==> config.mk <==
export PLATFORM = sky130hd
export DESIGN_NAME = imem_program_loader
export DESIGN_NICKNAME = d
export VERILOG_FILES = /design/src/rtl/imem_program_loader.sv
export SDC_FILE = /design/constraint.sdc
export NUM_CORES = 1
export LEC_CHECK = 0
export ABC_AREA = 1
export CORE_MARGIN = 4
export CORE_UTILIZATION = 57
export CTS_BUF_LIST = sky130_fd_sc_hd__clkbuf_2
export CTS_CLUSTER_SIZE = 40
export DETAILED_ROUTE_END_ITERATION = 8
export GPL_TIMING_DRIVEN = 0
export PLACE_DENSITY = 0.83
export RECOVER_POWER = 100
export SLEW_MARGIN = 20
export SYNTH_ARGS = -nofsm -noshare
export SYNTH_HDL_FRONTEND = slang
export SYNTH_SLANG_ARGS = --single-unit
==> constraint.sdc <==
create_clock -name clk -period 2.75 [get_ports clk]
set_clock_uncertainty 0.15 [all_clocks]
set_input_delay 0.55 -clock clk [delete_from_list [all_inputs] [get_ports clk]]
set_output_delay 0.55 -clock clk [all_outputs]
set_load 0.03 [all_outputs]
==> src/rtl/imem_program_loader.sv <==
// imem_program_loader: receives a length-prefixed byte stream, packs it into
// WL-bit words (little-endian) and writes them sequentially into the
// instruction memory. The CPU is held in reset until a full program is loaded.
//
// Ports:
//   clk, rst_n        clock, synchronous active-low reset
//   start             one-cycle pulse that begins a load session
//   byte_in/valid     incoming stream byte and its qualifier
//   byte_ready        loader can accept a byte this cycle
//   imem_we/waddr/wdata  instruction memory write port (one pulse per word)
//   cpu_hold          high keeps the CPU in reset
//   load_done         program loaded successfully
//   load_err          header word count exceeded DEPTH
//   words_written     words written in the current session
module imem_program_loader #(
  parameter int unsigned WL    = 32,
  parameter int unsigned DEPTH = 256,
  parameter int unsigned AW    = 8
) (
  input  logic          clk,
  input  logic          rst_n,
  input  logic          start,
  input  logic [7:0]    byte_in,
  input  logic          byte_valid,
  output logic          byte_ready,
  output logic          imem_we,
  output logic [AW-1:0] imem_waddr,
  output logic [WL-1:0] imem_wdata,
  output logic          cpu_hold,
  output logic          load_done,
  output logic          load_err,
  output logic [15:0]   words_written
);

  localparam int unsigned BPW = WL / 8;
  localparam int unsigned BIW = (BPW > 1) ? $clog2(BPW) : 1;
  localparam int unsigned CW  = 16;

  typedef enum logic [2:0] {
    S_IDLE, S_LEN_LO, S_LEN_HI, S_DATA, S_WRITE, S_DONE, S_ERROR
  } state_t;

  state_t         state_q, state_d;
  logic [CW-1:0]  count_q;
  logic [BIW-1:0] byte_idx_q;
  logic [AW-1:0]  word_idx_q;
  logic [WL-1:0]  word_buf_q;
  logic [WL-1:0]  word_asm;
  logic [CW-1:0]  len_full;
  logic [CW-1:0]  words_inc;
  logic           accept;
  logic           last_byte;
  logic           session_start;
  logic           ready_d, we_d, hold_d, done_d, err_d;

  assign accept        = byte_valid && byte_ready;
  assign last_byte     = (32'(byte_idx_q) == BPW - 1);
  assign len_full      = {byte_in, count_q[7:0]};
  assign words_inc     = words_written + CW'(1);
  assign session_start = start && (state_q inside {S_IDLE, S_DONE, S_ERROR});

  // State register
  always_ff @(posedge clk) begin
    if (!rst_n) state_q <= S_IDLE;
    else        state_q <= state_d;
  end

  // Next-state logic
  always_comb begin
    state_d = state_q;
    case (state_q)
      S_IDLE, S_DONE, S_ERROR: if (start) state_d = S_LEN_LO;
      S_LEN_LO: if (accept) state_d = S_LEN_HI;
      S_LEN_HI: begin
        if (accept) begin
          if (len_full == '0)              state_d = S_DONE;
          else if (32'(len_full) > DEPTH)  state_d = S_ERROR;
          else                             state_d = S_DATA;
        end
      end
      S_DATA:  if (accept && last_byte) state_d = S_WRITE;
      S_WRITE: state_d = (words_inc == count_q) ? S_DONE : S_DATA;
      default: state_d = S_IDLE;
    endcase
  end

  // Output decode of the upcoming state; registered below so outputs track state
  always_comb begin
    ready_d = 1'b0;
    we_d    = 1'b0;
    hold_d  = 1'b1;
    done_d  = 1'b0;
    err_d   = 1'b0;
    case (state_d)
      S_LEN_LO, S_LEN_HI, S_DATA: ready_d = 1'b1;
      S_WRITE: we_d = 1'b1;
      S_DONE: begin
        hold_d = 1'b0;
        done_d = 1'b1;
      end
      S_ERROR: err_d = 1'b1;
      default: ;
    endcase
  end

  always_ff @(posedge clk) begin
    if (!rst_n) begin
      byte_ready <= 1'b0;
      imem_we    <= 1'b0;
      cpu_hold   <= 1'b1;
      load_done  <= 1'b0;
      load_err   <= 1'b0;
    end else begin
      byte_ready <= ready_d;
      imem_we    <= we_d;
      cpu_hold   <= hold_d;
      load_done  <= done_d;
      load_err   <= err_d;
    end
  end

  // Current word with the incoming byte dropped into its little-endian lane
  always_comb begin
    word_asm = word_buf_q;
    for (int k = 0; k < int'(BPW); k++) begin
      if (byte_idx_q == BIW'(k)) word_asm[8*k +: 8] = byte_in;
    end
  end

  // Datapath: header capture, word assembly, write port and counters
  always_ff @(posedge clk) begin
    if (!rst_n) begin
      count_q       <= '0;
      byte_idx_q    <= '0;
      word_idx_q    <= '0;
      word_buf_q    <= '0;
      imem_waddr    <= '0;
      imem_wdata    <= '0;
      words_written <= '0;
    end else begin
      if (session_start) begin
        count_q       <= '0;
        byte_idx_q    <= '0;
        word_idx_q    <= '0;
        words_written <= '0;
      end
      if (state_q == S_LEN_LO && accept) count_q[7:0]  <= byte_in;
      if (state_q == S_LEN_HI && accept) count_q[15:8] <= byte_in;
      if (state_q == S_DATA && accept) begin
        word_buf_q <= word_asm;
        byte_idx_q <= last_byte ? '0 : byte_idx_q + BIW'(1);
        if (last_byte) begin
          imem_wdata <= word_asm;
          imem_waddr <= word_idx_q;
        end
      end
      if (state_q == S_WRITE) begin
        word_idx_q    <= word_idx_q + AW'(1);
        words_written <= words_inc;
        byte_idx_q    <= '0;
      end
    end
  end

endmodule

# Word level (Yosys, flattened, before mapping)
# Index checks and enable logic that the tools add are counted.
[totals]
reg_bits = 122
input_bits = 12
[classes]
n_addsub = 3
n_lt_le_gt_ge = 1
eq_ne = 16
n_mux = 26
n_bitwise = 1
reduce_logical = 18
[op_table]
columns = ["op", "count"]
rows = [
  ["8-bit two-way mux", 8],
  ["16-bit two-way mux", 2],
  ["3-bit two-way mux", 7],
  ["3-bit == test, second input constant", 6],
  ["16-bit by 1-bit adder with 16-bit output, second input constant", 1],
  ["16-bit == test", 1],
  ["16-bit by 9-bit greater-than comparator with 1-bit output, second input constant", 1],
  ["16-bit zero test", 1],
  ["3-bit case mux with 5 select lines", 1],
  ["3-bit by 2-bit == test with 1-bit output, second input constant", 4],
  ["8-bit by 1-bit adder with 8-bit output, second input constant", 1],
  ["2-bit nonzero test", 4],
  ["3-bit by 1-bit == test with 1-bit output, second input constant", 2],
  ["1-bit logical AND", 6],
  ["2-bit two-way mux", 3],
  ["3-bit OR reduction", 2],
  ["1-bit two-way mux", 5],
  ["2-bit == test, second input constant", 2],
  ["3-bit zero test", 1],
  ["3-bit nonzero test", 1],
  ["2-bit by 1-bit adder with 2-bit output, second input constant", 1],
  ["2-bit by 1-bit == test with 1-bit output, second input constant", 1],
  ["2-bit zero test", 1],
  ["2-bit AND reduction", 1],
  ["2 further kinds", 2],
]

# Logic depth before layout (Yosys ltp)
[depth]
word_depth = 8
mapped_depth = 16

# Worst setup path after synthesis
# OpenSTA, ideal clock, no wires.
[synth_timing]
path_type = "register to register"
start = "reg words_written[0]"
end = "reg load_err"
arrival_ns = 1.929
required_ns = 2.488
path_slack_ns = 0.558
path_stages_with_launch = 15
synth_period_minus_slack_ns = 2.192
path_cell_list = "dfxtp_1 > ha_1 > nand2_2 > nor2_4 > nand2_1 > nand3_1 > nand2_1 > nor2_1 > nand3_1 > nor2_2 > nand3_1 > nand2_1 > nand2_1 > nand2_1 > nor2_2"
[synth_via]
elab_chain_len = 6
[synth_lines]
columns = ["element", "line_no", "text"]
rows = [
  ["start: declaration", "32", "output logic [15:0] words_written"],
  ["start signal: assignment", "159", "words_written <= words_inc;"],
  ["16-bit by 1-bit adder with 16-bit output", "59", "assign words_inc = words_written + CW'(1);"],
  ["16-bit == test", "82", "S_WRITE: state_d = (words_inc == count_q) ? S_DONE : S_DATA;"],
  ["3-bit two-way mux", "82", ""],
  ["3-bit case mux with 5 select lines", "71", "case (state_q)"],
  ["3-bit == test", "94", "case (state_d)"],
  ["1-bit two-way mux", "94", ""],
  ["end signal: assignment", "118", "load_err <= err_d;"],
  ["end: declaration", "31", "output logic load_err,"],
]
# No other way between the ends.
# A chain may end at the register's enable or synchronous reset.

# Final worst setup path
[layout_timing]
start = "reg words_written[0]"
end = "out words_written[0]"
# No word-level cell between the ends.

==> impl_metrics.prom <==
# TYPE chip_impl_metric gauge
chip_impl_info{name="status",value="finished, final reports clean"} 1
chip_impl_metric{name="finalSetupViolations",unit=""} 0
chip_impl_metric{name="fin_hold_ws",unit="ns"} 0.318
chip_impl_metric{name="maxCapViolations",unit=""} 0
chip_impl_info{name="tritoncts",value="yes"} 1
chip_impl_info{name="timing.hold.worst_endpoint",value="imem_wdata[8]"} 1
chip_impl_metric{name="die_w",unit="um"} 105
chip_impl_metric{name="p_leak",unit="nW"} 2.48
chip_impl_metric{name="drc_errors",unit=""} 0
chip_impl_metric{name="dieArea",unit="mm^2"} 0.0110
chip_impl_metric{name="clock_buffers_created_by_tritoncts",unit=""} 17
chip_impl_metric{name="grt_start_max_net_pins",unit=""} 17
chip_impl_metric{name="share_of_the_clock_period_used_by_the_worst_path_after_layout",unit="%"} 95.4
chip_impl_metric{name="grt_pass1_wl",unit="um"} 23400
chip_impl_metric{name="p_sw_share",unit="%"} 28.9
chip_impl_metric{name="post_drt_wl_per_cell",unit="um"} 14.5
chip_impl_metric{name="antenna_cells_inserted",unit=""} 0
chip_impl_info{name="timing.hold.worst.class",value="reg2reg"} 1
chip_impl_metric{name="cp_num_buf_inv",unit=""} 1
chip_impl_metric{name="clk_latency",unit="ns"} 0.65
chip_impl_metric{name="syn-mean-instance-area",unit="um^2"} 7.18
chip_impl_metric{name="1st_pass_router_iterations",unit=""} 6
chip_impl_metric{name="netlist-cell-type-count",unit=""} 34
chip_impl_metric{name="start_util",unit="%"} 58.2
chip_impl_metric{name="finalWirelength",unit="um"} 13900
chip_impl_metric{name="synth-edff-count",unit=""} 0
chip_impl_metric{name="place.detailed.instances",unit=""} 924
chip_impl_info{name="netlist_top_cells_count",value="232 x nand2_1, 114 x dfxtp_1, 103 x a21oi_1"} 1
chip_impl_metric{name="cell_area_power_density",unit="mW/mm^2"} 480
chip_impl_metric{name="synth_top_area_share",unit="%"} 42.9
chip_impl_metric{name="postSynthNetCount",unit=""} 759
chip_impl_metric{name="ff2ff_setup_slack",unit="ns"} 0.27
chip_impl_metric{name="power.clock.fraction",unit="%"} 33.8
chip_impl_metric{name="core_area",unit="mm^2"} 0.00915
chip_impl_metric{name="comb_power_share",unit="%"} 10.7
chip_impl_info{name="crit_path_top_delay_cell",value="dlygate4sd3_1"} 1
chip_impl_metric{name="die_h",unit="um"} 105
chip_impl_metric{name="holdBufCountCts",unit=""} 0
chip_impl_info{name="synthFlopType",value="dfxtp_1"} 1
chip_impl_metric{name="power.switching",unit="W"} 0.000882
chip_impl_metric{name="yosysWarningCount",unit=""} 0
chip_impl_metric{name="layoutNonFillerInstCount",unit=""} 955
chip_impl_metric{name="syn_area",unit="mm^2"} 0.00532
chip_impl_info{name="critical_path.endpoint_type",value="primary output"} 1
chip_impl_metric{name="port_buffers",unit=""} 72
chip_impl_metric{name="register_area",unit="mm^2"} 0.00228
chip_impl_metric{name="postSynthCellCount",unit=""} 741
chip_impl_metric{name="n_fill_cell",unit=""} 774
chip_impl_metric{name="fin_tns_setup",unit="ns"} 0
chip_impl_metric{name="clkSlewWorstSetupHoldPaths",unit="ns"} 0.18
chip_impl_metric{name="report.final.slew_viol_count",unit=""} 0
chip_impl_metric{name="clock_path_buffers",unit=""} 2
chip_impl_metric{name="multiInputGateArea",unit="mm^2"} 0.00265
chip_impl_info{name="worst_path_dominant_cell_family",value="buffers and inverters"} 1
chip_impl_metric{name="cts_htree_levels",unit=""} 4
chip_impl_metric{name="core.rowCount",unit=""} 35
chip_impl_metric{name="internal-power",unit="W"} 0.00217
chip_impl_metric{name="synth_sequential_area_ratio",unit="%"} 42.9
chip_impl_metric{name="ant_nets",unit=""} 0
chip_impl_metric{name="area_added_between_synthesis_and_finish",unit="%"} 19.6
chip_impl_metric{name="relSlewSlack",unit="%"} 54.6
chip_impl_info{name="timing.hold.worst.start",value="imem_wdata[8]"} 1
chip_impl_info{name="synth_largest_area_cell",value="dfxtp_1"} 1
chip_impl_metric{name="timing_worst_slew_pin_value",unit="ns"} 0.679
chip_impl_metric{name="critical-path-max-stage-delay",unit="ns"} 0.78
chip_impl_metric{name="timing.critical_path.arrival",unit="ns"} 1.92
chip_impl_metric{name="via_per_inst",unit=""} 5.53
chip_impl_metric{name="worstPathMaxFanout",unit=""} 7
chip_impl_info{name="r2r-end",value="imem_wdata[16]"} 1
chip_impl_metric{name="tritoncts_num_sinks",unit=""} 114
chip_impl_metric{name="power_frac_seq",unit="%"} 55.5
chip_impl_metric{name="nets",unit=""} 850
chip_impl_info{name="most_common_cell_in_the_netlist",value="nand2_1"} 1
chip_impl_metric{name="r2r.worst_path.cells",unit=""} 10
chip_impl_metric{name="first_global_vias",unit=""} 5222
chip_impl_metric{name="critPathRequiredTime",unit="ns"} 2.05
chip_impl_metric{name="hold_violations",unit=""} 0
chip_impl_metric{name="dr_total_vias",unit=""} 5285
chip_impl_metric{name="maxClockFrequency",unit="MHz"} 381
chip_impl_metric{name="boundaryPins",unit=""} 73
chip_impl_metric{name="grt-ovfl-total",unit=""} 0
chip_impl_info{name="start_kind",value="flop"} 1
chip_impl_metric{name="async_set_reset_flop_share_out_of_synthesis",unit="%"} 0
chip_impl_metric{name="drive_gt1_share",unit="%"} 8.53
chip_impl_metric{name="power.ir.vdd_worst",unit="V"} 0.000388
chip_impl_metric{name="min_period",unit="ns"} 2.62
chip_impl_metric{name="global_route.usage.total",unit="%"} 25.9
chip_impl_info{name="crit_reg_reg_startpoint",value="state_q[1]"} 1
chip_impl_metric{name="number_of_buffers_added_for_setup_after_cts",unit=""} 0
chip_impl_metric{name="gp_routability_congestion",unit=""} 0.901
chip_impl_info{name="crit_type",value="reg2out"} 1
chip_impl_metric{name="hold-path-cell-count",unit=""} 2
chip_impl_metric{name="postCtsResizedCells",unit=""} 0
chip_impl_metric{name="yosys_register_bits",unit=""} 114
chip_impl_metric{name="detailedPlacementHpwl",unit="um"} 10100
chip_impl_info{name="root_buffer",value="clkbuf_2"} 1
chip_impl_info{name="post_synth_main_area_contributors",value="dfxtp_1 43%, nand2_1 16%, a21oi_1 9.7%, nand3_1 5.5%, mux2_2 4.9%"} 1
chip_impl_metric{name="initial_antenna_violation_count",unit=""} 0
chip_impl_info{name="critical_path_cell_sequence",value="dlygate4sd3_1"} 1
chip_impl_info{name="rsz_0062_raised_after_global_routing",value="false"} 1
chip_impl_metric{name="detailedRoute.firstIterationViolations",unit=""} 410
-- how the worst max path moves through the flow --
stage | slack (ns) | cells past startpoint | startpoint | end
after global routing | 0.04 | 1 | words_written[0] | words_written[0]
after detailed placement | 0.13 | 11 | byte_valid | load_done
after CTS | 0.14 | 1 | words_written[2] | words_written[2]
after floorplan | 0.56 | 14 | words_written[0] | load_err
after global placement | 0.16 | 11 | byte_valid | load_done
final | 0.13 | 1 | words_written[0] | words_written[0]
-- power by group through the flow --
stage	Combinational (W)	Sequential (W)	Clock, W
after floorplan	0.000206	0.00174	0
after detailed placement	0.000327	0.00173	0
final	0.000328	0.00170	0.00103
after global routing	0.000360	0.00170	0.00110
after global placement	0.000317	0.00173	0
after CTS	0.000329	0.00170	0.00104
-- routing by layer --
metal / wire [um] / global-route usage (%) / vias to the layer above
met4: 456 / 11.7 / 0
li1: - / - / 2609
met2: 6650 / 44.2 / 210
met1: 5910 / 31.1 / 2422
met5: 0 / 0 / -
met3: 867 / 5.62 / 44
-- cells in the final DEF, fill, tap and decap left out, types with 11 or more instances in the layout --
cell / count
dlygate4sd3_1: 61
nand4_1: 11
inv_1: 55
nand3_1: 59
o21ai_0: 22
dfxtp_1: 114
nand2_1: 233
clkbuf_1: 29
clkdlybuf4s50_1: 11
a21oi_1: 103
clkbuf_2: 22
nor2_1: 35
mux2_2: 13
-- flip-flops by register name, indices dropped and copies added (netlist names) --
register and cells:
imem_wdata 32, word_buf_q 24, count_q 16, words_written 16
imem_waddr 8, word_idx_q 8, state_q 3, byte_idx_q 2
byte_ready 1, cpu_hold 1, imem_we 1, load_done 1
load_err 1
-- cell families (layout without fill, tap and decap cells) --
kind of cell,count (synthesis),count (layout),share of synthesized area [%]
mux,23,23,4.86
compound gates,137,137,13.7
buf+inv,95,198,7.05
fa+ha+maj,6,6,1.41
simple gates,364,364,29.8
xor+xnor,2,2,0.329
flops,114,114,42.9
-- per-stage QoR --
step	setup slack (ns)	cell area [um^2]	total power, W	utilization, %
final	0.125	6370	0.00305	69.6
after floorplan	0.558	5320	0.00194	-
after CTS	0.139	6400	0.00307	69.9
after detailed placement	0.130	6180	0.00206	67.6
after global routing	0.0436	6370	0.00316	69.6
after global placement	0.157	6180	0.00205	67.6
-- layout make-up --
type                    instances  share of cell area, %
repair buffers                 72                   11.3
clock inverters                12                   1.85
inverters                      61                   3.60
clock buffers                  19                   1.49
plain buffers                  34                   2.14
multi-input cells             532                   41.6
flip-flops and latches        114                   35.8
well taps                     111                   2.18
Power figures use the tool's default switching activity.
==> patch, RTL diff (same flow settings) <==
The parameter `AW` goes from 8 to 7.
--- a/src/rtl/imem_program_loader.sv
+++ b/src/rtl/imem_program_loader.sv
@@ -17,3 +17,3 @@
   parameter int unsigned DEPTH = 256,
-  parameter int unsigned AW    = 8
+  parameter int unsigned AW    = 7
 ) (
Interface: changed (resized imem_waddr); port bits go from 73 to 72. The function was not compared with the original's and may differ.
==> patch against the original RTL <==
- critical path depth is 8 higher
- maximum frequency is 0.99% higher
- final area is 2.9% lower
- routed wire length is 3.6% higher
- sequential cell count is 2 lower
- combinational power is 3% lower
- worst hold slack better by 13 ps
- total power is 12% lower
- area after synthesis is 1.4% lower
- worst setup slack better by 26 ps
- highest routed layer unchanged
==> patch: results (changes against the original RTL) <==
\begin{tabular}{lr}
\hline
Metric & Value \\
\hline
\multicolumn{2}{l}{\textbf{Critical path}} \\
Signal arrival time at the worst endpoint & 2930 ps (+1010 ps) \\
Cell count of the worst reg-to-reg path & 8 (-2) \\
Worst-path fanout max & 10 (+3) \\
Reg-to-reg setup timing slack & 180 ps (-90 ps) \\
\multicolumn{2}{l}{\textbf{Clock tree}} \\
CTS Buf Count & 9 (-8) \\
Deepest level of the CTS H-tree & 3 (-1) \\
Clk\_lat worst skew & 570 ps (-80 ps) \\
\multicolumn{2}{l}{\textbf{Final layout}} \\
Layout clock area frac & 1.64\% (-1.7 points) \\
Area of the multi-input gates & 2630 um\^{}2 (-0.80\%) \\
Number of inserted filler cells in the final layout & 755 (-2.5\%) \\
Net count, final & 841 (-1.1\%) \\
Fraction of final layout cells with drive strength greater than 1 & 6.64\% (-1.9 points) \\
Multi-input gates & 531 (-0.19\%) \\
Clock buffer count & 10 (-9) \\
Proportion of cell area occupied by registers & 36.3\% (+0.43 points) \\
\multicolumn{2}{l}{\textbf{Placement}} \\
Placed instance count & 920 (-0.43\%) \\
Area of placed instances & 6090 um\^{}2 (-1.5\%) \\
PortBufs & 71 (-1.4\%) \\
\multicolumn{2}{l}{\textbf{Routing}} \\
Wire length per cell after detailed routing & 15.4 um (+5.7\%) \\
Via density per instance & 5.61 (+1.4\%) \\
Detailed-route wire length on metal 1 & 6070 um (+2.7\%) \\
\multicolumn{2}{l}{\textbf{Power}} \\
Leak Pwr & 0.00240 uW (-3.4\%) \\
VDD IR-drop max & 0.000289 V (-26\%) \\
\multicolumn{2}{l}{\textbf{GRT}} \\
Global routing usage on met2 & 44.4\% (+0.15 points) \\
Combined global-route utilization of all metal layers & 25.9\% (+0.029 points) \\
Pin count of the biggest net entering global routing & 20 (+3) \\
Number of global-route vias before repair & 4861 (-6.9\%) \\
\multicolumn{2}{l}{\textbf{Synthesis}} \\
Most numerous cell types in the synthesized netlist & 238 x nand2\_1, 112 x dfxtp\_1, 97 x a21oi\_1 \\
Post-synthesis register bit count & 112 (-1.8\%) \\
Top post-synthesis cells by area & dfxtp\_1 43\%, nand2\_1 17\%, a21oi\_1 9.3\% \\
\multicolumn{2}{l}{\textbf{STA}} \\
Measured slew at the worst slew-check pin & 688 ps (+9.30 ps) \\
\multicolumn{2}{l}{\textbf{Hold path}} \\
Worst hold endpoint & imem\_wdata[4] \\
Hold path startpoint & imem\_wdata[4] \\
\multicolumn{2}{l}{\textbf{Status}} \\
Outcome & completed \\
\hline
\end{tabular}
## patch: power by group
| group | internal, uW | total, uW | leakage, uW | switching (uW) |
|---|---|---|---|---|
| clock | 141 | 700 | 0.0000688 | 559 |
| sequential | 1650 | 1670 | 0.000903 | 18.4 |
| combinational | 90.3 | 317 | 0.00142 | 227 |
## patch: kinds of logic (layout without fill, tap and decap cells)
| group | count (synthesis) | after routing | synth area share, % |
|---|---|---|---|
| compound gates | 126 | 126 | 12.5 |
| xor+xnor | 4 | 4 | 0.954 |
| fa+ha+maj | 6 | 6 | 1.43 |
| buf+inv | 98 | 185 | 7.11 |
| flops | 112 | 112 | 42.7 |
| mux | 24 | 24 | 5.15 |
| simple gates | 371 | 371 | 30.2 |
## patch: worst max-delay path by stage
stage	start	end	cells past startpoint
floorplan	words_written[0]	byte_ready	15
global placement	byte_valid	imem_wdata[13]	9
detailed placement	byte_valid	imem_wdata[16]	9
CTS	words_written[0]	words_written[0]	1
global route	words_written[0]	load_err	15
finish	byte_valid	imem_wdata[16]	9
## patch: critical path, stage by stage
cell	delay, ps
clkdlybuf4s50_1	400
nand2_1	130
clkinv_1	170
nand2_1	340
nor2_2	160
inv_1	300
clkbuf_1	410
nand2_1	90
a21oi_1	360
## patch: through the flow
| step | setup TNS, ps | setup slack (ps) | total power [uW] | hold slack, ps |
|---|---|---|---|---|
| floorplan | 0 | 526 | 1900 | 293 |
| CTS | 0 | 160 | 2690 | 334 |
| finish | 0 | 151 | 2690 | 332 |
| detailed placement | -846 | -259 | 2010 | 305 |
| global placement | 0 | 26.2 | 2000 | 299 |
| global route | 0 | 57.2 | 2810 | 348 |
## patch: what timing repair did
item / CTS / global route
hold endpoints to repair: 0 / 0
setup buffers: 0 / 0
hold buffers: 0 / 0
setup endpoints to repair: 0 / 1
resized for setup: 0 / 1
